[config.mk]
export PLATFORM = sky130hd
export DESIGN_NAME = pwm_ramp_gen
export DESIGN_NICKNAME = d
export VERILOG_FILES = /design/src/rtl/pwm_ramp_gen.sv
export SDC_FILE = /design/constraint.sdc
export NUM_CORES = 1
export LEC_CHECK = 0
export BUFFER_PORTS_ARGS = -buffer_cell sky130_fd_sc_hd__buf_2
export CAP_MARGIN = 20
export CORE_MARGIN = 2
export CORE_UTILIZATION = 60
export DETAILED_ROUTE_END_ITERATION = 10
export PLACE_DENSITY = 0.84
export SETUP_SLACK_MARGIN = 0.15
export SYNTH_ARGS = -nofsm -noshare
export SYNTH_HDL_FRONTEND = slang
export SYNTH_SLANG_ARGS = --single-unit
[constraint.sdc]
create_clock -name clk_i -period 4.7 [get_ports clk_i]
set_clock_uncertainty 0.05 [all_clocks]
set_input_delay 0.235 -clock clk_i [delete_from_list [all_inputs] [get_ports clk_i]]
set_output_delay 0.235 -clock clk_i [all_outputs]
set_load 0.02 [all_outputs]
[src/rtl/pwm_ramp_gen.sv]
// pwm_ramp_gen: ramped-duty PWM driving the RC ramp of the PWM-ramp ADC.
// Define PWM_RAMP_SETTLE_EN to hold pwm_o low for SETTLE_PERIODS periods after each clear.
module pwm_ramp_gen #(
    parameter int NBITS          = 8,
    parameter int PRESCALE_W     = 8,
    parameter int SETTLE_PERIODS = 4
) (
    input  logic                  clk_i,
    input  logic                  rst_ni,
    input  logic                  en_i,
    input  logic                  clear_i,
    input  logic [PRESCALE_W-1:0] prescale_i,
    input  logic [NBITS-1:0]      step_i,
    output logic                  pwm_o,
    output logic [NBITS-1:0]      pwm_dc_o,
    output logic                  period_done_o,
    output logic                  ramp_wrap_o,
    output logic                  busy_o
);

    typedef enum logic [1:0] {
        ST_IDLE   = 2'd0,
        ST_RUN    = 2'd1,
        ST_SETTLE = 2'd2
    } state_t;

    state_t                state;
    logic [PRESCALE_W-1:0] psc;
    logic [NBITS-1:0]      cnt;
    logic [NBITS-1:0]      dc;
    logic                  tick;
    logic                  period_end;
    logic [NBITS:0]        dc_sum;

`ifdef PWM_RAMP_SETTLE_EN
    localparam int SW = $clog2(SETTLE_PERIODS + 1);
    localparam logic [SW-1:0] SETTLE_LAST = SW'(SETTLE_PERIODS - 1);
    logic [SW-1:0] settle_cnt;
`endif

    // The carry bit of dc_sum flags a duty overflow that must wrap to zero.
    assign tick       = (state != ST_IDLE) && (psc == '0);
    assign period_end = tick && (cnt == '1);
    assign dc_sum     = {1'b0, dc} + {1'b0, step_i};
    assign pwm_dc_o   = dc;

    always_ff @(posedge clk_i or negedge rst_ni) begin
        if (!rst_ni) begin
            state         <= ST_IDLE;
            psc           <= '0;
            cnt           <= '0;
            dc            <= '0;
            pwm_o         <= 1'b0;
            period_done_o <= 1'b0;
            ramp_wrap_o   <= 1'b0;
            busy_o        <= 1'b0;
`ifdef PWM_RAMP_SETTLE_EN
            settle_cnt    <= '0;
`endif
        end else begin
            period_done_o <= 1'b0;
            ramp_wrap_o   <= 1'b0;
            pwm_o         <= (state == ST_RUN) && (cnt < dc);
            case (state)
                ST_IDLE: begin
                    if (clear_i) begin
                        dc <= '0;
                    end else if (en_i) begin
                        state  <= ST_RUN;
                        busy_o <= 1'b1;
                    end
                end
                default: begin
                    if (!en_i) begin
                        state  <= ST_IDLE;
                        busy_o <= 1'b0;
                        cnt    <= '0;
                        psc    <= '0;
                        if (clear_i) begin
                            dc <= '0;
                        end
                    end else if (clear_i) begin
                        // Clear aborts the current period: no done or wrap pulse for it.
                        cnt <= '0;
                        psc <= '0;
                        dc  <= '0;
`ifdef PWM_RAMP_SETTLE_EN
                        state      <= ST_SETTLE;
                        settle_cnt <= '0;
`endif
                    end else begin
                        if (tick) begin
                            psc <= prescale_i;
                            cnt <= cnt + NBITS'(1);
                        end else begin
                            psc <= psc - PRESCALE_W'(1);
                        end
                        period_done_o <= period_end;
                        if (period_end) begin
                            if (state == ST_RUN) begin
                                if (dc_sum[NBITS]) begin
                                    dc          <= '0;
                                    ramp_wrap_o <= 1'b1;
                                end else begin
                                    dc <= dc_sum[NBITS-1:0];
                                end
                            end
`ifdef PWM_RAMP_SETTLE_EN
                            else begin
                                if (settle_cnt == SETTLE_LAST) begin
                                    state      <= ST_RUN;
                                    settle_cnt <= '0;
                                end else begin
                                    settle_cnt <= settle_cnt + SW'(1);
                                end
                            end
`endif
                        end
                    end
                end
            endcase
        end
    end

endmodule
==> flow_summary.yaml <==
global_routing:
  first_global_vias: 1397
  grt_max_degree: 29
  overflow: 0
  track_usage: 0.2296
  antenna_found_initial: 0
  grt_pass1_wl_mm: 6.168
layout:
  register_area_um2: 700.7
  area_growth_pct: 10.91
  drive_above_1_share: 0.2061
  antenna_cells: 0
  fin_nets: 268
  fillers: 256
  multi_input_area_um2: 1094
  final_cell_area_um2: 2100
pwr:
  power_leakage_uw: 0.001066
  ir_worst_vdd_mv: 0.1605
  p_comb_frac: 0.310
  p_seq_frac: 0.484
  netSwitchingPower_uw: 198.9
  p_clk_frac: 0.206
  switching_share: 0.3472
  p_int_uw: 374.0
  p_per_area_nw_per_um2: 272.9
floorplan:
  dieArea_um2: 3620
  initial_core_util: 0.6252
  die_w_um: 60.17
  die_h_um: 60.17
  num_rows: 20
  boundaryPins: 32
  coreArea_um2: 3028
worst_setup_path:
  r2r_setup_slack_ps: 2400
  cpMaxStageDelayCell: "nor3_4"
  r2r-start: "psc[1]"
  cp.depth: 7
  critPathLaunchType: "register"
  path_cells: "inv_1, ha_1, nand4bb_1, nor3_4, nand2_4, nor2b_2, a22o_1"
  r2r_end: "pwm_dc_o[2]"
  path_max_fanout: 9
  cp_data_required_time_ps: 4930
  cp-startpoint: "psc[1]"
  crit_path_end_kind: "register"
  r2r_cells: 7
  slowest_delay_ps: 530
  timing.critical_path.buf_inv: 1
  crit_type: "reg2reg"
  cp_top_family: "simple AND/OR/NAND/NOR gates"
  critPathCapture: "pwm_dc_o[2]"
  cp.arrival_ps: 2530
clock_tree:
  cts_tree: "built"
  cts_root_buf: "clkbuf_4"
  cts.sinks: 28
  cts_made_buffers: 3
  cts_htree_levels: 1
  clk_pin_slew_ps: 150
  postCtsSetupRepairBufs: 0
  post_cts_resized: 0
  clk_path_buf_depth: 2
  clock_latency_ps: 330
timing:
  slew_headroom: 0.6127
  rsz0062_at_grt: "false"
  timing.hold.ws_ps: 95.92
  fin_crit_ps: 2302
  hold_viol: 0
  setup_viol: 0
  tightest_slew_ps: 581.0
  tns_ps: 0
  finalMaxSlewViolations: 0
  fin_ws_ps: 2398
  timing.fmax_mhz: 434.3
  finalCritPeriodShare: 0.4899
yosys:
  ys_seq_elements: 28
  synthCells: 200
  yosysWarningCount: 0
  yosysUniqueCellTypes: 46
  synth_area_leader_cell: "dfrtp_1"
  ys_seq_area_frac: 0.3701
  synth_edf_count: 0
  post_synth.cell_area_avg_um2: 9.465
  syn_area_um2: 1893
  synthFlopType: "dfrtp_1"
  synthesis.nets: 239
  async_flop_share: 1.000
  synth_top_cells_by_area: "dfrtp_1 37%, ha_1 12%, o21ai_0 6.6%"
  synth.top_cell.area_share: 0.3701
flow_run:
  drv_cap: 0
place:
  dpl_cell_area_um2: 2053
  portBuffers: 31
  finalWeightedCongestion: 0.8666
  preCtsSetupSlack_ps: 2440
  post-dp-hpwl_mm: 2.895
hold_path:
  hp-class: "in2reg"
route:
  drtAntennaViolNets: 0
  drt_iter0_markers: 84
  num_vias: 1578
  drc_errors: 0
  drt-total-wl_mm: 3.732
  dr.pass1.iters: 4
  via_per_inst: 5.801
  wire_per_inst_um: 13.72
status:
  status: "completed"
timing repair:
action,in CTS,in global routing
hold endpoints to repair,28,0
endpoints found under the setup margin,0,0
hold buffers,1,0
how the worst min path moves through the flow:
stage / cells past startpoint / startpoint / endpoint
3_3_place_gp: 1 / rst_ni / psc[2]
3_5_place_dp: 1 / rst_ni / psc[2]
6_report: 3 / en_i / busy_o
4_1_cts: 3 / en_i / busy_o
5_1_grt: 3 / en_i / busy_o
2_1_floorplan: 0 / rst_ni / busy_o
cell usage after synthesis, types with 2 or more instances:
master,n
clkbuf_1,3
o21a_1,2
dfrtp_1,28
xnor2_1,4
xor2_1,2
o22ai_1,3
ha_1,18
and4_2,2
a211oi_1,2
inv_1,13
o21ai_0,25
nand4_1,3
nor2_1,13
a22o_1,8
nor3_1,4
and3_1,2
buf_6,2
o21bai_1,2
a21o_1,4
nand3_1,3
mux2i_1,3
nor4_1,2
nand2b_1,3
a31oi_1,3
o31ai_1,2
nand2_1,11
a21oi_1,14
sequential cells by signal, indices dropped and copies added, names as in the netlist:
register / cells
pwm_o: 1
pwm_dc_o: 8
ramp_wrap_o: 1
busy_o: 1
psc: 8
cnt: 8
period_done_o: 1
layout by cell type (no fill, tap or decap), drive strengths merged, types with 3 or more instances in the layout:
cell     n
inv     13
nand4    3
nand2b   3
a31oi    3
nor3     5
a21oi   14
dfrtp   28
mux2i    3
a21o     4
xnor2    4
ha      18
o22ai    3
nand3    3
clkbuf   4
a22o     9
nand2   12
nor2    14
buf     31
o21ai   25
stage by stage:
step	total power (µW)	utilization	instances
2_1_floorplan	426.3	-	200
3_3_place_gp	452.8	0.6781	267
3_5_place_dp	454.0	0.6781	267
4_1_cts	571.3	0.6934	272
5_1_grt	608.5	0.6934	272
6_report	572.9	0.6934	272
area by class of cell:
class                           instances  share of cell area
Sequential cell                        28              0.3337
Multi-Input combinational cell        151              0.5209
Tap cell                               44             0.02622
Clock buffer                            4             0.01728
Timing Repair Buffer                   32             0.07867
Inverter                               13             0.02324
power groups by stage:
stage                     clock network [µW]  logic (µW)  registers [µW]
after global placement                     0         172             281
after detailed placement                   0         173             281
after floorplan                            0         151             276
after global routing                     128         201             279
final                                    118         178             277
after CTS                                119         176             276
tightest hold or removal path: stages:
cell	delay, ps
buf_2	130
nand2_1	60
nand2_1	40
logic make-up (layout without fill, tap and decap cells):
group	count (synthesis)	count (layout)	synth area share
AO/OA/AOI/OAI	70	70	0.2353
XOR/XNOR	6	6	0.02776
adder cells (fa/ha/maj)	19	19	0.1295
buffers and inverters	21	49	0.05221
flip-flops	28	28	0.3701
multiplexers	4	4	0.02181
AND/OR/NAND/NOR	52	52	0.1633
per-layer routing:
layer	vias to the layer above	part of all wire	GRT usage
li1	789	-	-
met1	738	0.47	0.3138
met2	47	0.47	0.3727
met3	4	0.044	0.01948
met4	0	0.017	0.09524
met5	-	0	0
No activity file was read; power rests on OpenSTA's default activity.
